$ cat config.mk
export PLATFORM = sky130hd
export DESIGN_NAME = down_counter_timer
export DESIGN_NICKNAME = d
export VERILOG_FILES = /design/src/rtl/down_counter_timer_pkg.sv /design/src/rtl/down_cnt_core.sv /design/src/rtl/down_counter_timer.sv
export SDC_FILE = /design/constraint.sdc
export NUM_CORES = 1
export LEC_CHECK = 0
export CAP_MARGIN = 30
export CORE_AREA = 4 4 41 43
export CTS_BUF_LIST = sky130_fd_sc_hd__clkbuf_16
export CTS_CLUSTER_DIAMETER = 150
export CTS_CLUSTER_SIZE = 40
export DETAILED_ROUTE_END_ITERATION = 10
export DIE_AREA = 0 0 45 47
export GPL_TIMING_DRIVEN = 1
export PLACE_DENSITY = 0.59
export SYNTH_ARGS = -nofsm -noshare
export SYNTH_HDL_FRONTEND = slang
export SYNTH_SLANG_ARGS = --single-unit
export TNS_END_PERCENT = 5
$ cat constraint.sdc
create_clock -name clk -period 2.1 [get_ports clk]
set_clock_uncertainty 0.15 [all_clocks]
set_input_delay 0.42 -clock clk [delete_from_list [all_inputs] [get_ports clk]]
set_output_delay 0.42 -clock clk [all_outputs]
set_load 0.01 [all_outputs]
$ cat src/rtl/down_counter_timer_pkg.sv
// Shared types for the down-counter/timer: FSM state encoding and default width.
package down_counter_timer_pkg;

  typedef enum logic {
    ST_IDLE = 1'b0,
    ST_RUN  = 1'b1
  } state_t;

  localparam int DEFAULT_CNT_WIDTH = 3;

endpackage

$ cat src/rtl/down_cnt_core.sv
// Count register with load mux and decrement, plus terminal-count detect flags.
module down_cnt_core
  import down_counter_timer_pkg::*;
#(
  parameter int CNT_WIDTH = DEFAULT_CNT_WIDTH
) (
  input  logic                 clk,
  input  logic                 reset_n,
  input  logic                 load_en,
  input  logic [CNT_WIDTH-1:0] load_value,
  input  logic                 dec_en,
  output logic [CNT_WIDTH-1:0] count,
  output logic                 is_one,
  output logic                 is_zero
);

  localparam logic [CNT_WIDTH-1:0] CNT_ONE = CNT_WIDTH'(1);

  logic [CNT_WIDTH-1:0] count_reg;
  logic [CNT_WIDTH-1:0] count_next;

  // Load takes precedence over decrement
  always_comb begin
    count_next = count_reg;
    if (load_en) begin
      count_next = load_value;
    end else if (dec_en) begin
      count_next = count_reg - CNT_ONE;
    end
  end

  always_ff @(posedge clk or negedge reset_n) begin
    if (!reset_n) begin
      count_reg <= '0;
    end else begin
      count_reg <= count_next;
    end
  end

  assign count   = count_reg;
  assign is_one  = (count_reg == CNT_ONE);
  assign is_zero = (count_reg == '0);

endmodule

$ cat src/rtl/down_counter_timer.sv
// Programmable down-counter/timer with valid/ready load and one-cycle terminal-count pulse.
// Define AUTO_RELOAD_EN for periodic mode (reload from the last loaded value until abort).
module down_counter_timer
  import down_counter_timer_pkg::*;
#(
  parameter int CNT_WIDTH = DEFAULT_CNT_WIDTH
) (
  input  logic                 clk,
  input  logic                 reset_n,
  input  logic                 load_valid,
  output logic                 load_ready,
  input  logic [CNT_WIDTH-1:0] load_value,
  input  logic                 enable,
  input  logic                 abort,
  output logic [CNT_WIDTH-1:0] counter,
  output logic                 busy,
  output logic                 tc_pulse
);

  state_t               state_reg;
  state_t               state_next;
  logic                 tc_pulse_reg;
  logic                 tc_pulse_next;
  logic                 core_load;
  logic [CNT_WIDTH-1:0] core_load_value;
  logic                 core_dec;
  logic                 cnt_is_one;
  logic                 cnt_is_zero;
  logic                 load_fire;

`ifdef AUTO_RELOAD_EN
  logic [CNT_WIDTH-1:0] reload_reg;

  always_ff @(posedge clk or negedge reset_n) begin
    if (!reset_n) begin
      reload_reg <= '0;
    end else if (load_fire) begin
      reload_reg <= load_value;
    end
  end
`endif

  assign load_ready = (state_reg == ST_IDLE);
  assign load_fire  = load_valid && load_ready;

  always_comb begin
    state_next      = state_reg;
    tc_pulse_next   = 1'b0;
    core_load       = 1'b0;
    core_load_value = load_value;
    core_dec        = 1'b0;
    case (state_reg)
      ST_IDLE: begin
        // A zero-length load completes immediately without entering RUN
        if (load_fire) begin
          core_load = 1'b1;
          if (load_value != '0) begin
            state_next = ST_RUN;
          end else begin
            tc_pulse_next = 1'b1;
          end
        end
      end
      ST_RUN: begin
        if (abort || cnt_is_zero) begin
          state_next = ST_IDLE;
        end else if (enable) begin
          if (cnt_is_one) begin
            tc_pulse_next = 1'b1;
`ifdef AUTO_RELOAD_EN
            core_load       = 1'b1;
            core_load_value = reload_reg;
`else
            core_dec   = 1'b1;
            state_next = ST_IDLE;
`endif
          end else begin
            core_dec = 1'b1;
          end
        end
      end
      default: state_next = ST_IDLE;
    endcase
  end

  always_ff @(posedge clk or negedge reset_n) begin
    if (!reset_n) begin
      state_reg    <= ST_IDLE;
      tc_pulse_reg <= 1'b0;
    end else begin
      state_reg    <= state_next;
      tc_pulse_reg <= tc_pulse_next;
    end
  end

  down_cnt_core #(
    .CNT_WIDTH(CNT_WIDTH)
  ) u_core (
    .clk       (clk),
    .reset_n   (reset_n),
    .load_en   (core_load),
    .load_value(core_load_value),
    .dec_en    (core_dec),
    .count     (counter),
    .is_one    (cnt_is_one),
    .is_zero   (cnt_is_zero)
  );

  assign busy     = (state_reg == ST_RUN);
  assign tc_pulse = tc_pulse_reg;

endmodule

==> metrics.md, run 1 <==
| Metric | Value |
|---|---|
| Hold/Removal Path Class | `input port to async pin` |
| First-pass GRT wire length | `approximately 1300 µm` |
| Clk_lat worst skew | `approximately 0.22 ns` |
| Flop2flop setup slack | `slightly below 0.5 ns` |
| WL per Instance | `11.9 µm` |
| RSZ-0062 raised after global routing | `no` |
| Initial antenna violation count | `0` |
| Area Overhead vs Synth | `68.9%` |
| TritonRoute pass-1 iters | `4` |
| Max frequency | `between 0.5 and 0.6 GHz` |
| Worst path slowest cell | `clkdlybuf4s50_1` |
| Mapped Area | `330 µm²` |
| Seq/Total Area, Yosys | `between 30% and 40%` |
| Max Root-Sink Buffers | `2` |
| Fin nets | `64` |
| Hpwl dp | `636 µm` |
| Crit path max-delay family | `buffers and inverters` |
| Worst slack, placed | `~0.23 ns` |
| ANT cells | `0` |
| Crit-path max FO | `6` |
| Peak supply drop | `around 620 µV` |
| Slew headroom | `slightly above 80%` |
| Vias in the first global route | `roughly 330` |
| Root Buffer | `clkbuf_16` |
| Vias | `about 310` |
| Initial Util | `approximately a quarter` |
| Pin count of the biggest net entering global routing | `7` |
| Most frequent cells in the layout | `13 x clkdlybuf4s50_1, 5 x inv_1, 5 x dfrtp_1` |
| Worst endpoint required time | `around 1.5 ns` |
| Core footprint | `~0.0013 mm²` |
| Worst path bufs/invs | `2` |
| Placed Area | `479 µm²` |
| Final hold vios | `0` |
| CP Cell Sequence | `inv_1, clkdlybuf4s50_1` |
| Sw Ratio | `between 20% and 30%` |
| CP Class | `flop to output pin` |
| Post-route ant nets | `0` |
| Post-route DRC | `0` |
| Share of layout cells above drive strength 1 | `a little under an eighth` |
| Total GRT Usage | `about 9.2%` |
| Drt via density | `around 4.6` |
| Clock power share | `42.8%` |
| H-tree depth | `1` |
| Arr. time, crit path | `1.30 ns` |
| Final setup fails | `0` |
| Status | `complete, no violations` |
| Die width | `between 40 and 50 µm` |
| CTS tree | `done` |
| Max-Cap Viols | `0` |
| Syn Inst Count | `35` |
| Most common cell after layout, fill and taps aside | `clkdlybuf4s50_1` |
| Yosys warning count | `0` |
| Hold buffer count at CTS | `0` |
| Fill count | `145` |
| Crit. End Element | `output pin` |
| IO Port Bufs | `13` |
| Critical Path Source Type | `flop` |
| Die Span Y | `approximately 47 µm` |
| Worst-Margin Slew | `0.261 ns` |
| Io pins | `14` |
| Routability cong. | `around 0.76` |
| Combinational Power Share | `34.6%` |
| Post-cts resize count | `0` |
| Net Sw Power | `between 0.2 and 0.25 mW` |
| Row count | `13` |
| PwrDens | `about 1300 mW/mm²` |
| Register share of total power | `between 20% and 30%` |
| Global route overflow | `0` |
| Min Clock Period, post-route | `about 1.9 ns` |
| Die area | `between 0.002 and 0.0025 mm²` |
| Iter 0 DRT Violations | `3` |
| Clock-pin slew on the worst setup and hold paths | `0.03 ns` |
| Cell variety after synth | `19` |
| Max FFs per register | `3` |
| Synthesized flop and latch total | `5` |
| Fin. max-slew vios | `0` |
| Detailed Route WL | `between 700 and 800 µm` |
| Final period utilization | `89.3%` |
| Inserted Clock Buffers | `3` |
| Post-route cell area | `between 500 and 600 µm²` |
| Pint | `0.503 mW` |
| Fin worst setup slack | `~0.23 ns` |
| Syn nets | `46` |
| Pleak | `about 0.26 nW` |
| Mapped Avg Cell Area | `9.44 µm²` |
| Post-CTS setup buffer count | `0` |
| Max incr delay on CP | `0.53 ns` |
| CTS Sinks | `5` |
| Setup TNS | `0 ns` |
==> area by class of cell <==
cell class                 instances  area (µm²)  area share, %
clock buffer                       3        75.1           13.5
clock inverter                     1        3.75          0.673
inverter                           4        15.0           2.69
multi-input combinational         26         190           34.1
sequential                         5         125           22.4
tap                               15        18.8           3.36
timing repair buffer              13         130           23.3
==> path summary, 6_finish.rpt <==
kind	start	endpoint	cells past startpoint
worst min register to register	u_core.count[0]$_DFFE_PN0P_	u_core.count[0]$_DFFE_PN0P_	2
max in group asynchronous	reset_n	u_core.count[0]$_DFFE_PN0P_	1
worst max-delay path	busy$_DFF_PN0_	load_ready	2
worst max register to register	u_core.count[0]$_DFFE_PN0P_	u_core.count[1]$_DFFE_PN0P_	5
min in group clk	u_core.count[0]$_DFFE_PN0P_	u_core.count[0]$_DFFE_PN0P_	2
worst min-delay path	reset_n	u_core.count[2]$_DFFE_PN0P_	1
==> cell usage after synthesis <==
cell type	count	share of area [%]
nand2_1	2	2.3
or3_1	1	1.9
a22o_1	1	2.7
nor2b_1	1	1.9
o31a_2	1	3.0
nand2b_1	1	1.9
nor3_1	1	1.5
a31oi_1	1	1.9
dfrtp_1	5	38
nand3b_4	1	6.1
a21oi_1	2	3.0
and2b_2	1	2.7
inv_1	4	4.5
nand4b_1	1	2.7
ha_1	3	11
o32ai_1	1	2.7
mux2i_1	1	3.0
o21ai_0	3	4.5
nor2_1	4	4.5
==> power by group through the flow <==
| stage | logic [mW] | clock network, mW | registers (mW) |
|---|---|---|---|
| floorplan | 0.117 | 0 | 0.168 |
| global placement | 0.243 | 0 | 0.164 |
| detailed placement | 0.247 | 0 | 0.161 |
| CTS | 0.250 | 0.309 | 0.161 |
| global route | 0.274 | 0.320 | 0.167 |
| finish | 0.245 | 0.303 | 0.160 |
==> logic make-up (layout without fill, tap and decap cells) <==
logic type / count (synthesis) / in the layout / share of synthesized area (%)
buffers and inverters: 4 / 21 / 4.54
flip-flops: 5 / 5 / 37.9
adder cells (fa/ha/maj): 3 / 3 / 11.4
AO/OA/AOI/OAI: 9 / 9 / 17.8
multiplexers: 1 / 1 / 3.03
AND/OR/NAND/NOR: 13 / 13 / 25.4
==> worst reg2reg max path, cell delays in order, from the launching register on <==
cell	delay, ns
dfrtp_1	0.38
inv_1	0.08
ha_1	0.22
nor2b_1	0.16
o31a_2	0.29
a22o_1	0.20
==> through the flow <==
step | hold slack [ns] | utilization [%] | power (mW) | cells
after detailed placement | 0.473 | 36.8 | 0.408 | 63
after floorplan | -0.0256 | - | 0.286 | 35
after global routing | 0.285 | 42.9 | 0.761 | 67
final | 0.270 | 42.9 | 0.708 | 67
after CTS | 0.272 | 42.9 | 0.721 | 67
after global placement | 0.504 | 36.8 | 0.406 | 63
==> layer usage <==
layer  vias to the layer above  GRT usage (%)  share of wire [%]  wire (µm)
li1                        157              -                  -          -
met1                       139           10.4                 46        365
met2                        13           14.1                 43        338
met3                         0           6.90                 11         90
met4                         0           1.75                  0          0
met5                         -              0                  0          0
Note: power is estimated with default switching activity, not from simulation.
==> run 2, diff against run 1 <==
REMOVE_ABC_BUFFERS = 1   (was default)
==> results of run 2 <==
No change in the layout: final DEF, timing and power equal those of run 1.
==> run 3, diff against run 2 <==
MAX_ROUTING_LAYER = met4   (was default)
RECOVER_POWER = 50   (was default)
==> metrics.md, run 3 (synthesis results as in run 1) <==
| Metric | Value |
|---|---|
| Global route overflow | `0 (unchanged)` |
| Setup TNS | `0 ns (unchanged)` |
| Final setup fails | `0 (unchanged)` |
| WL per Instance | `11.9 µm (-0.13%)` |
| Multi-input logic area | `190 µm² (unchanged)` |
| Most frequent cells in the layout | `10 x clkdlybuf4s50_1, 5 x inv_1, 5 x dfrtp_1` |
| Max Root-Sink Buffers | `2 (unchanged)` |
| Post-route ant nets | `0 (unchanged)` |
| Hold/Removal Path Class | `input port to async pin` |
| Core footprint | `0.00130 mm² (unchanged)` |
| Status | `complete, no violations` |
| Clock-pin slew on the worst setup and hold paths | `0.03 ns (about the same)` |
| CTS Sinks | `5 (unchanged)` |
| Finished Layout Cells | `67 (unchanged)` |
| Max FFs per register | `3 (unchanged)` |
| Detailed Route WL | `794 µm (-0.13%)` |
| CTS tree | `done` |
| Die area | `0.00212 mm² (unchanged)` |
| Arr. time, crit path | `1.30 ns (about the same)` |
| CP Cell Sequence | `inv_1, clkdlybuf4s50_1` |
| Crit-path max FO | `6 (unchanged)` |
| Fin nets | `64 (unchanged)` |
| Crit path max-delay family | `buffers and inverters` |
| Min Clock Period, post-route | `1.87 ns (+0.0000260 ns)` |
| Final period utilization | `89.3% (about the same)` |
| Pleak | `0.262 nW (+0.30%)` |
| Worst endpoint required time | `1.53 ns (about the same)` |
| Drt via density | `4.61 (unchanged)` |
| Final hold vios | `0 (unchanged)` |
| Die Span Y | `47 µm (unchanged)` |
| Register share of total power | `22.6% (about the same)` |
| Initial Util | `25.4% (unchanged)` |
| First-pass GRT wire length | `1320 µm (+0.46%)` |
| Pin count of the biggest net entering global routing | `7 (unchanged)` |
| Placed insts | `63 (unchanged)` |
| PwrDens | `1270 mW/mm² (-0.12%)` |
| H-tree depth | `1 (unchanged)` |
| Max incr delay on CP | `0.53 ns (about the same)` |
| Critical Path Source Type | `flop` |
| Worst path bufs/invs | `2 (unchanged)` |
| Combinational Power Share | `34.5% (about the same)` |
| Io pins | `14 (unchanged)` |
| Clock power share | `42.8% (about the same)` |
| TritonRoute pass-1 iters | `4 (unchanged)` |
| ANT cells | `0 (unchanged)` |
| Worst-Margin Slew | `0.266 ns (+0.00512 ns)` |
| Post-CTS setup buffer count | `0 (unchanged)` |
| Die width | `45 µm (unchanged)` |
| IO Port Bufs | `13 (unchanged)` |
| Net Sw Power | `0.206 mW (+0.15%)` |
| Max frequency | `0.534 GHz (about the same)` |
| Slew headroom | `82.1% (-0.34 points)` |
| Root Buffer | `clkbuf_16` |
| Fill count | `145 (unchanged)` |
| Share of layout cells above drive strength 1 | `11.5% (unchanged)` |
| Row count | `13 (unchanged)` |
| Pint | `0.501 mW (-0.22%)` |
| Vias in the first global route | `330 (-0.30%)` |
| Sw Ratio | `29.1% (+0.076 points)` |
| Iter 0 DRT Violations | `3 (unchanged)` |
| Inserted Clock Buffers | `3 (unchanged)` |
| Crit. End Element | `output pin` |
| Hold buffer count at CTS | `0 (unchanged)` |
| CP Class | `flop to output pin` |
| RSZ-0062 raised after global routing | `no` |
| Total GRT Usage | `9.51% (+0.30 points)` |
| Initial antenna violation count | `0 (unchanged)` |
| Max-Cap Viols | `0 (unchanged)` |
| Total power | `0.707 mW (-0.12%)` |
| Peak supply drop | `621 µV (-0.14%)` |
| Routability cong. | `0.767 (+1.3%)` |
| Most common cell after layout, fill and taps aside | `clkdlybuf4s50_1` |
| Post-cts resize count | `0 (unchanged)` |
| Post-route DRC | `0 (unchanged)` |
| Reg area | `125 µm² (unchanged)` |
| Hpwl dp | `636 µm (unchanged)` |
| Clk_lat worst skew | `0.22 ns (about the same)` |
| Area Overhead vs Synth | `68.9% (unchanged)` |
| Fin. max-slew vios | `0 (unchanged)` |
| Worst path slowest cell | `clkdlybuf4s50_1` |
| Vias | `309 (unchanged)` |
| Final core occ | `42.9% (unchanged)` |
[run 3: cell count changes in the layout (fill, tap and decap cells not counted), sizes merged]
cell | previous run | this run
clkdlybuf4s50 | 13 | 10
dlygate4sd3 | 0 | 3
[run 3: final timing paths]
check | start | to | slack, ns | depth (start not counted)
max | busy$_DFF_PN0_ | load_ready | 0.23 | 2
min | reset_n | u_core.count[2]$_DFFE_PN0P_ | 0.34 | 1
max reg2reg | u_core.count[0]$_DFFE_PN0P_ | u_core.count[1]$_DFFE_PN0P_ | 0.49 | 5
min reg2reg | u_core.count[0]$_DFFE_PN0P_ | u_core.count[0]$_DFFE_PN0P_ | 0.48 | 2
max in group asynchronous | reset_n | u_core.count[0]$_DFFE_PN0P_ | 1.27 | 1
min in group clk | u_core.count[0]$_DFFE_PN0P_ | u_core.count[0]$_DFFE_PN0P_ | 0.48 | 2
[run 3: power groups by stage]
stage / Clock (mW) / Sequential, mW / Combinational, mW
5_1_grt: 0.320 / 0.167 / 0.273
6_report: 0.303 / 0.160 / 0.244
3_3_place_gp: 0 / 0.164 / 0.243
3_5_place_dp: 0 / 0.161 / 0.247
2_1_floorplan: 0 / 0.168 / 0.117
4_1_cts: 0.309 / 0.161 / 0.250
[run 3: routing by layer]
| metal | wire length, µm | GRT usage (%) | share of wire (%) |
|---|---|---|---|
| met5 | 0 | - | 0 |
| met4 | 0 | 1.75 | 0 |
| met1 | 382 | 10.8 | 48 |
| met3 | 73 | 6.13 | 9.2 |
| met2 | 338 | 14.1 | 43 |
[run 3: final cells by class]
type	instances	area share, %
flip-flops and latches	5	22.4
inverters	4	2.69
clock inverters	1	0.673
multi-input cells	26	34.1
clock buffers	3	13.5
repair buffers	13	23.3
well taps	15	3.36
[run 3: per-stage QoR]
stage	hold WS [ns]	area, µm²	setup WS (ns)
3_5_place_dp	0.473	479	0.228
2_1_floorplan	-0.0256	330	0.525
5_1_grt	0.355	558	0.156
3_3_place_gp	0.504	479	0.256
6_report	0.341	558	0.226
4_1_cts	0.272	558	0.217
